## src/rtl/alu_arbiter_pkg.sv

```systemverilog
// Shared ALU op codes, arbiter FSM states and op-legality helper for alu_arbiter.
package alu_arbiter_pkg;

  localparam logic [3:0] ALU_AND    = 4'd0;
  localparam logic [3:0] ALU_OR     = 4'd1;
  localparam logic [3:0] ALU_ADD    = 4'd2;
  localparam logic [3:0] ALU_SUB    = 4'd3;
  localparam logic [3:0] ALU_XOR    = 4'd4;
  localparam logic [3:0] ALU_EQ     = 4'd5;
  localparam logic [3:0] ALU_NE     = 4'd6;
  localparam logic [3:0] ALU_LTU    = 4'd7;
  localparam logic [3:0] ALU_GEU    = 4'd8;
  localparam logic [3:0] ALU_LT     = 4'd9;
  localparam logic [3:0] ALU_GE     = 4'd10;
  localparam logic [3:0] ALU_OP_MAX = 4'd10;

  typedef enum logic [1:0] {
    ARB_IDLE = 2'd0,
    ARB_EXEC = 2'd1,
    ARB_RESP = 2'd2
  } arb_state_e;

  function automatic logic is_illegal_op(input logic [3:0] op);
    return op > ALU_OP_MAX;
  endfunction

endpackage

```

## src/rtl/alu_arbiter_rr.sv

```systemverilog
// Round-robin grant: first set request at or above i_ptr, wrapping NREQ-1 -> 0.
module rr_arbiter #(
  parameter int NREQ = 2,
  parameter int IDXW = 1
) (
  input  logic [NREQ-1:0] i_req,
  input  logic [IDXW-1:0] i_ptr,
  output logic [NREQ-1:0] o_grant,
  output logic [IDXW-1:0] o_idx,
  output logic            o_any
);

  logic [IDXW-1:0] w_j;

  // Scan from the far end back toward i_ptr so the closest request overwrites.
  always_comb begin
    o_grant = '0;
    o_idx   = '0;
    o_any   = 1'b0;
    w_j     = '0;
    for (int k = NREQ - 1; k >= 0; k--) begin
      w_j = IDXW'((int'(i_ptr) + k) % NREQ);
      if (i_req[w_j]) begin
        o_grant      = '0;
        o_grant[w_j] = 1'b1;
        o_idx        = w_j;
        o_any        = 1'b1;
      end
    end
  end

endmodule

```

## src/rtl/alu_arbiter.sv

```systemverilog
// Shares one combinational ALU between NREQ requesters; one op in flight, round-robin grant.
// Optional ALU_ARB_ILLEGAL_OP_EN: ops 11..15 bypass the ALU and answer with resp_err.
module alu_arbiter #(
  parameter int NREQ  = 2,
  parameter int WIDTH = 32
) (
  input  logic                  clk,
  input  logic                  rst_n,
  input  logic [NREQ-1:0]       req_valid,
  output logic [NREQ-1:0]       req_ready,
  input  logic [NREQ*WIDTH-1:0] req_data1,
  input  logic [NREQ*WIDTH-1:0] req_data2,
  input  logic [NREQ*4-1:0]     req_ctrl,
  output logic [WIDTH-1:0]      alu_data1,
  output logic [WIDTH-1:0]      alu_data2,
  output logic [3:0]            alu_ctrl,
  input  logic [WIDTH-1:0]      alu_out,
  output logic [NREQ-1:0]       resp_valid,
  output logic [WIDTH-1:0]      resp_data,
  input  logic [NREQ-1:0]       resp_ready
`ifdef ALU_ARB_ILLEGAL_OP_EN
  ,
  output logic                  resp_err
`endif
);

  import alu_arbiter_pkg::*;

  localparam int IDXW = (NREQ > 1) ? $clog2(NREQ) : 1;

  arb_state_e       r_state, w_next;
  logic [IDXW-1:0]  r_ptr, r_owner;
  logic [WIDTH-1:0] r_data1, r_data2, r_resp_data;
  logic [3:0]       r_ctrl;
  logic [NREQ-1:0]  w_gnt;
  logic [IDXW-1:0]  w_gnt_idx;
  logic             w_gnt_any;
  logic [3:0]       w_sel_ctrl;
  logic             w_illegal;
  logic             w_resp_ack;

  rr_arbiter #(.NREQ(NREQ), .IDXW(IDXW)) u_rr (
    .i_req   (req_valid),
    .i_ptr   (r_ptr),
    .o_grant (w_gnt),
    .o_idx   (w_gnt_idx),
    .o_any   (w_gnt_any)
  );

  assign w_sel_ctrl = req_ctrl[w_gnt_idx*4 +: 4];
  assign w_resp_ack = resp_ready[r_owner];
`ifdef ALU_ARB_ILLEGAL_OP_EN
  assign w_illegal  = is_illegal_op(w_sel_ctrl);
`else
  assign w_illegal  = 1'b0;
`endif

  always_ff @(posedge clk or negedge rst_n) begin
    if (!rst_n) r_state <= ARB_IDLE;
    else        r_state <= w_next;
  end

  always_comb begin
    w_next = r_state;
    case (r_state)
      ARB_IDLE: if (w_gnt_any) w_next = w_illegal ? ARB_RESP : ARB_EXEC;
      ARB_EXEC: w_next = ARB_RESP;
      ARB_RESP: if (w_resp_ack) w_next = ARB_IDLE;
      default:  w_next = ARB_IDLE;
    endcase
  end

  // req_ready is masked while reset is held so nothing looks accepted during reset.
  always_comb begin
    req_ready  = '0;
    resp_valid = '0;
    if (r_state == ARB_IDLE && rst_n) req_ready = w_gnt;
    if (r_state == ARB_RESP)          resp_valid[r_owner] = 1'b1;
  end

`ifdef ALU_ARB_ILLEGAL_OP_EN
  logic r_err;
  assign resp_err = r_err && (r_state == ARB_RESP);
`endif

  always_ff @(posedge clk or negedge rst_n) begin
    if (!rst_n) begin
      r_ptr       <= '0;
      r_owner     <= '0;
      r_data1     <= '0;
      r_data2     <= '0;
      r_ctrl      <= '0;
      r_resp_data <= '0;
`ifdef ALU_ARB_ILLEGAL_OP_EN
      r_err       <= 1'b0;
`endif
    end else begin
      case (r_state)
        ARB_IDLE: if (w_gnt_any) begin
          r_owner <= w_gnt_idx;
          r_data1 <= req_data1[w_gnt_idx*WIDTH +: WIDTH];
          r_data2 <= req_data2[w_gnt_idx*WIDTH +: WIDTH];
          r_ctrl  <= w_sel_ctrl;
`ifdef ALU_ARB_ILLEGAL_OP_EN
          r_err   <= w_illegal;
          if (w_illegal) r_resp_data <= '0;
`endif
        end
        ARB_EXEC: r_resp_data <= alu_out;
        ARB_RESP: if (w_resp_ack)
          r_ptr <= (r_owner == IDXW'(NREQ - 1)) ? '0 : r_owner + 1'b1;
        default: ;
      endcase
    end
  end

  assign alu_data1 = r_data1;
  assign alu_data2 = r_data2;
  assign alu_ctrl  = r_ctrl;
  assign resp_data = r_resp_data;

endmodule

```

## config.mk

```make
export PLATFORM = sky130hd
export DESIGN_NAME = alu_arbiter
export DESIGN_NICKNAME = d
export VERILOG_FILES = /design/src/rtl/alu_arbiter_pkg.sv /design/src/rtl/alu_arbiter_rr.sv /design/src/rtl/alu_arbiter.sv
export SDC_FILE = /design/constraint.sdc
export NUM_CORES = 1
export LEC_CHECK = 0
export CAP_MARGIN = 20
export CORE_MARGIN = 2
export CORE_UTILIZATION = 35
export CTS_CLUSTER_SIZE = 8
export DETAILED_ROUTE_END_ITERATION = 8
export GPL_ROUTABILITY_DRIVEN = 0
export PLACE_DENSITY_LB_ADDON = 0.12
export SETUP_SLACK_MARGIN = 0.02
export SLEW_MARGIN = 20
export SYNTH_ARGS = -nofsm -noshare
export SYNTH_HDL_FRONTEND = slang
export SYNTH_HIERARCHICAL = 1
export SYNTH_SLANG_ARGS = --single-unit
```

## constraint.sdc

```tcl
create_clock -name clk -period 1.8 [get_ports clk]
set_clock_uncertainty 0.1 [all_clocks]
set_input_delay 0.45 -clock clk [delete_from_list [all_inputs] [get_ports clk]]
set_output_delay 0.45 -clock clk [all_outputs]
set_load 0.03 [all_outputs]
```

### Word level (Yosys, flattened, before mapping)

Cells that the tools add are included.

| storage, ports and cells | value |
|---|---|
| bits in registers | 104 |
| input bits | 174 |
| output and inout port bits | 104 |
| logic and storage cells | 54 |

| operators by class | value |
|---|---|
| $add $sub $neg | 2 |
| order comparisons | 6 |
| equal/unequal tests | 4 |
| shift operators | 3 |
| multiplexer cells | 24 |
| reductions and logical operators | 8 |

Operators by type and width:

| kind | number |
|---|---|
| 64-bit by 7-bit indexed part select with 32-bit output | 2 |
| 1-bit 2-to-1 mux | 14 |
| 2-bit 2-to-1 mux | 6 |
| 8-bit by 4-bit indexed part select with 4-bit output | 1 |
| 1-bit by 2-bit < comparator with 1-bit output (second input constant) | 3 |
| 2-bit one-hot mux with 3 select lines | 1 |
| 2-bit AND reduction | 3 |
| 1-bit logical AND | 4 |
| 1-bit demux with 1-bit select | 3 |
| 1-bit >= comparator (second input constant) | 3 |
| 1-bit adder (second input constant) | 2 |
| 2-bit by 1-bit equality test with 1-bit output (second input constant) | 1 |
| 2-bit equality test (second input constant) | 1 |
| 2-bit zero test | 1 |
| 2-bit by 1-bit != test with 1-bit output (second input constant) | 1 |
| 2-bit != test (second input constant) | 1 |

### Longest topological paths before layout

Gate-level depths: netlist of the first run.

| logic depth | value |
|---|---|
| depth after elaboration | 8 |
| depth in mapped cells | 7 |
| gate-level depth less buffers | 4 |

### Hierarchy

The synthesis of the first run kept the hierarchy.

By module, submodules not included:

| module | instances | cells each | area an instance (sq um) | seq. area each (sq um) |
|---|---|---|---|---|
| alu_arbiter | 1 | 306 | 4813.4 | 2602.5 |
| rr_arbiter | 1 | 5 | 32.5 | 0.0 |

### Worst setup path before layout of the first run

OpenSTA, ideal clock, no wires.

| path | value |
|---|---|
| path kind | input -> register |
| from | input port req_valid[1] |
| to | register r_data2[21], in the netlist alu_data2[21] |
| library setup time | 0.125 ns |
| arrival time | 1.611 ns |
| required time | 1.575 ns |
| path slack | -0.036 ns |
| cell stages on the path | 6 |
| path buffers | 3 |
| path through | a21boi_1 buf_6 buf_6 buf_6 mux2_4 mux2_4 |

| between the ends | value |
|---|---|
| word-level cells in the longest chain between the ends | 5 |
| elaborated cells on any way between the ends | 10 |
| those cells by class | shift: 1; mux: 8; reduce/logical: 1 |

RTL lines:

| what | line | RTL |
|---|---|---|
| from (decl) | alu_arbiter.sv:9 | `input logic [NREQ-1:0] req_valid,` |
| 1-bit 2-to-1 mux (not written as such) (2 in a row) | alu_arbiter_rr.sv:23 | `if (i_req[w_j]) begin` |
| 1-bit 2-to-1 mux (2 in a row) | alu_arbiter_rr.sv:23 |  |
| 64-bit by 7-bit indexed part select with 32-bit output / 2-bit AND reduction (equally long branches) | n/a |  |
| to (signal assigned) | alu_arbiter.sv:102 | `r_data2 <= req_data2[w_gnt_idx*WIDTH +: WIDTH];` |
| to (decl) | alu_arbiter.sv:33 | `logic [WIDTH-1:0] r_data1, r_data2, r_resp_data;` |

Several ways; a longest one is shown, not always the timed one. The select of a mux whose other input is x is not followed.
A chain may end at the register's enable or synchronous reset.

### Worst setup path in the final report of the first run

| path | value |
|---|---|
| from | input port req_valid[1] |
| to | output port req_ready[1] |

| between the ends | value |
|---|---|
| word-level cells in the longest chain between the ends | 5 |
| elaborated cells on any way between the ends | 7 |
| those cells by class | mux: 7 |

RTL lines:

| what | line | RTL |
|---|---|---|
| 1-bit 2-to-1 mux (not written as such) (2 in a row) | alu_arbiter_rr.sv:23 |  |
| 2-bit 2-to-1 mux | alu_arbiter_rr.sv:23 |  |
| 2-bit 2-to-1 mux (*) | alu_arbiter_rr.sv:23 |  |
| 2-bit 2-to-1 mux (*) | alu_arbiter.sv:77 | `if (r_state == ARB_IDLE && rst_n) req_ready = w_gnt;` |
| to (decl) | alu_arbiter.sv:10 | `output logic [NREQ-1:0] req_ready,` |

Mark *: on every way between the ends. The rest lies on a longest branch, timed or not. The select of a mux whose other input is x is not followed.

==> flow_summary.ini, run 1 <==
[timing]
setup_violations = 15
max_slew_margin_pct = 53.47
hold_viol = 0
drv_slew = 0
fmax_mhz = 521.8
rsz0062_at_grt = true
period_share_pct = 106.5
period_minus_slack_ns = 1.916
finalHoldWorstSlack_ns = 0.1359
tightest_slew_ns = 0.6980
worst_slack_ns = -0.1165

[global_route]
grt_max_degree = 57
grtUsageTotal_pct = 17.92
grt_pass1_vias = 3844
overflow = 0
antenna_found_initial = 0
grt_pass1_wl_mm = 20.11

[synth]
synth_top_area_share_pct = 53.71
synthXorXnorAreaFrac_pct = 0
syn-instance-count = 311
synth_edf_count = 0
synth_mux_area_share_pct = 40.90
synth-compound-area-share_pct = 0.7488
synth_ff_type = dfrtp_1
synth_most_common_cell = mux2_2
yosys.area.top_type = dfrtp_1
ys_seq_area_share_pct = 53.71
yosys.area_share.simple_pct = 1.472
synth_top_family_by_area = multiplexers
synth_common_cells = 151 x mux2_2, 104 x dfrtp_1, 18 x mux2_4
ys_ff_latch = 104
ys_async_sr_fraction_pct = 100.0
synth_warnings = 6
netlist_area_mm2 = 0.004846
yosys-top-cells-area = dfrtp_1 54%, mux2_2 35%, mux2_4 5.6%, buf_4 1.7%, buf_6 0.70%
synth_cell_types = 18
avgSynthCellArea_um2 = 15.58
yosys.area_share.adder_pct = 0
mappedNetlistNets = 485

[layout]
seq_area_mm2 = 0.002606
drive_gt1_share_pct = 36.82
nNetsFinal = 772
fin_area_mm2 = 0.008275
multi_input_area_mm2 = 0.002140
diodes = 0
area_growth_pct = 70.77
n_fill_cell = 1131

[clock_network]
cts_tree = done
htree_num_levels = 3
clockBufferDepth = 2
cts_root_buf = clkbuf_16
cts_inserted_buffers = 9
worstSkewPairLatency_ns = 0.34
cts_sinks = 104
cts_hold_buf = 0
clkTransAtPathRegs_ns = 0.07

[detailed_routing]
wl_per_cell_um = 17.59
dr_total_vias = 3612
ant_nets = 0
drt-initial-drc-count = 75
wirelength_mm = 13.71
drc_errors = 0
drt-pass1-iter-count = 4
viasPerCell = 4.637

[worst_hold_path]
hp-class = in -> async

[worst_setup_path]
r2r-start = r_ptr
critPathCaptureType = primary output
cp-start-kind = input pin
critPathSlowestCell = dlygate4sd2_1
worstPathRequired_ns = 1.25
cp_data_arrival_time_ns = 1.37
worstRegToRegCells = 6
regToRegEndpoint = alu_data2[23]
rrSetupSlack_ns = -0.06
cp_cell_sequence = dlygate4sd2_1 -> a21boi_4 -> buf_12 -> and3_4 -> buf_6
critPathMaxFanout = 3
crit_type = in -> out
max_stage_delay_ns = 0.26

[floorplanning]
die_w_um = 121.7
core_area_mm2 = 0.01340
die_h_um = 121.7
row_count = 42
die_area_mm2 = 0.01480
initial_core_util_pct = 36.16
io_pins = 278

[run_status]
violations = negative setup slack
outcome = finished with violations

[flow_run]
cap_violations = 0

[place]
dpl.hpwl_mm = 9.786
portBuffers = 277
dpl-instance-area_mm2 = 0.007801

[power_and_ir_drop]
p_per_area_mw_per_mm2 = 1702
max-vdd-ir-drop_v = 0.0008466
leakagePower_nw = 3.564
-- cells by family after synthesis --
logic type / after synthesis
flip-flops: 104
AO/OA/AOI/OAI: 5
buffers and inverters: 22
multiplexers: 170
AND/OR/NAND/NOR: 10
-- through the flow --
| stage | cells | utilization (%) | total power, mW | setup TNS, ns | worst slack, ns |
|---|---|---|---|---|---|
| 2_1_floorplan | 311 | - | 9.065 | 0 | 0.02545 |
| 3_3_place_gp | 752 | 58.22 | 12.32 | -34.42 | -0.5464 |
| 3_5_place_dp | 752 | 58.22 | 12.46 | -36.77 | -0.5642 |
| 4_1_cts | 775 | 60.97 | 14.01 | -0.7467 | -0.1302 |
| 5_1_grt | 779 | 61.76 | 14.86 | -2.983 | -0.1740 |
| 6_report | 779 | 61.76 | 14.08 | -0.6126 | -0.1165 |
-- critical path, delay by kind of cell --
| family | cells | cell delay [ns] |
|---|---|---|
| buf+inv | 3 | 0.51 |
| compound gates | 1 | 0.24 |
| simple gates | 1 | 0.17 |
-- timing repair --
action / in CTS / in global routing
buffers inserted: 4 / 2
cloned: 3 / 2
endpoints found under the setup margin: 173 / 72
pin swaps: 2 / 2
gates resized for setup: 115 / 17
-- layout by cell type (no fill, tap or decap), types with 2 or more instances in the layout --
cell type        netlist  layout
nor2_4                 0       2
clkdlybuf4s50_1        0     170
buf_16                 0       2
buf_4                 11       6
dfrtp_1              104     101
clkbuf_16              0      10
dfrtp_2                0       3
mux2_4                18      18
clkinvlp_4             0       2
dlygate4sd2_1          0     102
bufinv_16              0       3
buf_12                 0       5
mux2_2               151     151
and3_4                 0       2
buf_6                  3       8
-- flip-flops by register name, indices dropped and copies added, names as in the netlist --
register   flops
alu_data1     32
alu_data2     32
resp_data     32
alu_ctrl       4
r_state        2
r_owner        1
r_ptr          1
-- power breakdown --
part / switching (mW) / internal [mW]
logic: 4.22 / 3.49
registers: 0.584 / 3.56
clock network: 0.864 / 1.36
-- cell type report --
| type | instances | share of cell area [%] |
|---|---|---|
| timing repair buffer | 296 | 35.74 |
| sequential | 104 | 31.49 |
| multi-input combinational | 185 | 25.85 |
| clock buffer | 9 | 2.721 |
| tap | 176 | 2.661 |
| clock inverter | 7 | 1.436 |
| inverter | 2 | 0.09072 |
-- per-layer routing --
| metal | global-route usage (%) | part of all wire [%] |
|---|---|---|
| met1 | 19.22 | 38 |
| met2 | 33.04 | 52 |
| met3 | 5.478 | 8.8 |
| met4 | 6.681 | 1.5 |
| met5 | 0 | 0 |
-- how the worst max path moves through the flow --
| stage | start | to | cells after the start |
|---|---|---|---|
| finish | req_valid[1] | req_ready[1] | 5 |
| CTS | r_ptr | req_ready[1] | 5 |
| global route | r_ptr | req_ready[1] | 5 |
| floorplan | req_valid[1] | alu_data1[27] | 5 |
| global placement | req_valid[1] | req_ready[1] | 5 |
| detailed placement | req_valid[1] | req_ready[1] | 5 |
No activity file was read; power rests on OpenSTA's default activity.
==> inputs of run 2 (changes only) <==
--- a/config.mk
+++ b/config.mk
@@ -7,7 +7,8 @@
 export LEC_CHECK = 0
 export CAP_MARGIN = 20
 export CORE_MARGIN = 2
-export CORE_UTILIZATION = 35
+export CORE_UTILIZATION = 36
+export CTS_BUF_LIST = sky130_fd_sc_hd__clkbuf_4 sky130_fd_sc_hd__clkbuf_8
 export CTS_CLUSTER_SIZE = 8
 export DETAILED_ROUTE_END_ITERATION = 8
 export GPL_ROUTABILITY_DRIVEN = 0
==> run 2 against run 1 <==
- the run still ends with negative setup slack left
- setup slack better by 0.019 ns
- clock power down 30%
- fmax up 0.99%
- non-clock buffer count up 16
- wire length up 11%
- register-to-register slack better by 0.03 ns
- largest cell class unchanged
- via count up 5.5%
- hold slack worse by 0.12 ns
- critical path type is now reg -> out
- sequential power about the same
- highest routed layer unchanged
- global-route usage up 0.75 points
==> flow_summary.ini, run 2 (synthesized netlist as in run 1, its figures left out) <==
[detailed_routing]
dr_total_vias = 3811
drt-initial-drc-count = 137
wl_per_cell_um = 19.22
ant_nets = 0
drt-pass1-iter-count = 4
drc_errors = 0
wirelength_mm = 15.28
viasPerCell = 4.794

[layout]
final_common_cell = clkdlybuf4s50_1
diodes = 0
nNetsFinal = 788
area_growth_pct = 80.04
final_cell_mix = 170 x clkdlybuf4s50_1, 110 x mux2_4, 101 x dfrtp_1
final_cells = 795
drive_gt1_share_pct = 38.61

[timing]
hold_viol = 0
finalHoldWorstSlack_ns = 0.02012
fmax_mhz = 527.0
setup_violations = 43
max_slew_margin_pct = 40.39
drv_slew = 0
worst_slack_ns = -0.09762
tns_ns = -0.8740
rsz0062_at_grt = true
period_share_pct = 105.4
period_minus_slack_ns = 1.898
tightest_slew_ns = 0.8941

[floorplanning]
io_pins = 278
core_area_mm2 = 0.01319
die_area_mm2 = 0.01440
die_w_um = 120.0
row_count = 42
die_h_um = 120.0
initial_core_util_pct = 36.74

[worst_setup_path]
worstRegToRegCells = 7
critPathCaptureType = primary output
crit_family = flip-flops
critPathMaxFanout = 2
cp_num_cells = 4
crit_type = reg -> out
worstPathRequired_ns = 1.25
path_buf_inv = 2
critPathSlowestCell = dfrtp_1
max_stage_delay_ns = 0.42
cp-start-kind = flop
cp_cell_sequence = buf_6 -> a21boi_2 -> and3_4 -> buf_12
cp_data_arrival_time_ns = 1.35

[power_and_ir_drop]
seqPwrFrac_pct = 29.5
p_clk_share_pct = 11.1
p_sw_share_pct = 41.74
total_power_mw = 14.16
comb_power_share_pct = 59.4
p_per_area_mw_per_mm2 = 1623
max-vdd-ir-drop_v = 0.0008587
p_sw_mw = 5.910
power.internal_mw = 8.248
leakagePower_nw = 4.003

[clock_network]
worstSkewPairLatency_ns = 0.38
cts_hold_buf = 0
cts_tree = done
clkTransAtPathRegs_ns = 0.10
cts_root_buf = clkbuf_8
clockBufferDepth = 2
htree_num_levels = 3
cts_sinks = 104
cts_inserted_buffers = 9

[global_route]
grt_pass1_wl_mm = 20.56
antenna_found_initial = 0
grt_max_degree = 71
grt.met3_usage_pct = 5.323
grt.busiest_layer = met2
grt_pass1_vias = 3816
grtUsageMet2_pct = 32.17
grtUsageTotal_pct = 18.67
use_met1_pct = 21.17
overflow = 0

[place]
portBuffers = 277
dpl.hpwl_mm = 10.21
dpl.cell_count = 760

[run_status]
violations = negative setup slack
outcome = finished with violations

[flow_run]
cap_violations = 0

[worst_hold_path]
hp-class = in -> async
[run 2: cell count changes in the layout (fill, tap and decap cells not counted), sizes merged, moves of 2 or more]
cell and change:
buf +14, bufinv -2, clkbuf +4, clkdlybuf4s15 +2
clkinv +2, clkinvlp -2, dlygate4sd2 -3, inv +2
[run 2: final timing paths]
check / startpoint / end / slack [ns]
setup / recovery: r_ptr / req_ready[0] / -0.1
hold / removal: rst_n / alu_data2[31] / 0.02
setup reg to reg: r_ptr / alu_data1[9] / -0.03
hold reg to reg: alu_data1[27] / alu_data1[27] / 0.40
max in group asynchronous: rst_n / alu_data1[18] / 0.82
min in group clk: alu_data1[27] / alu_data1[27] / 0.40
[run 2: final cells by class]
cell class / instances / area, um2
Tap cell: 176 / 220.2
Timing Repair Buffer: 312 / 3194
Sequential cell: 104 / 2606
Fill cell: 1034 / 4466
Inverter: 2 / 7.507
Clock inverter: 7 / 87.58
Multi-Input combinational cell: 185 / 2485
Clock buffer: 9 / 123.9
[run 2: power groups by stage]
stage	Clock (mW)	Sequential, mW	Combinational, mW
detailed placement	0	4.22	8.38
finish	1.57	4.17	8.42
global route	1.70	4.33	8.80
CTS	1.62	4.13	7.68
global placement	0	4.17	8.26
floorplan	0	6.51	2.56
[run 2: routing by layer]
| layer | vias up | share of wire (%) | wire length, um |
|---|---|---|---|
| met4 | 0 | 2.6 | 393 |
| met3 | 26 | 7.6 | 1158 |
| met5 | - | 0 | 0 |
| met2 | 180 | 50 | 7578 |
| li1 | 1723 | - | - |
| met1 | 1882 | 40 | 6146 |
[run 2: timing repair]
action                                  CTS  global route
gates cloned                              2             7
endpoints found under the setup margin  172            73
gates resized for setup                 103           120
pin swaps                                 1             3
buffers inserted                          4             6
[run 2: worst reg2reg max path: stages (launching register included)]
cell and delay (ns):
dfrtp_1 0.39, inv_2 0.06, a21boi_4 0.17, buf_12 0.18
buf_12 0.11, clkbuf_16 0.16, mux2_4 0.31, mux2_4 0.26
[run 2: stage by stage]
step	utilization (%)	worst slack, ns	cell area [um2]
final	66.14	-0.09762	8725
after detailed placement	59.77	-0.5558	7884
after floorplan	-	0.02545	4853
after global placement	59.77	-0.5251	7884
after global routing	66.14	-0.1739	8725
after CTS	61.17	-0.1277	8069
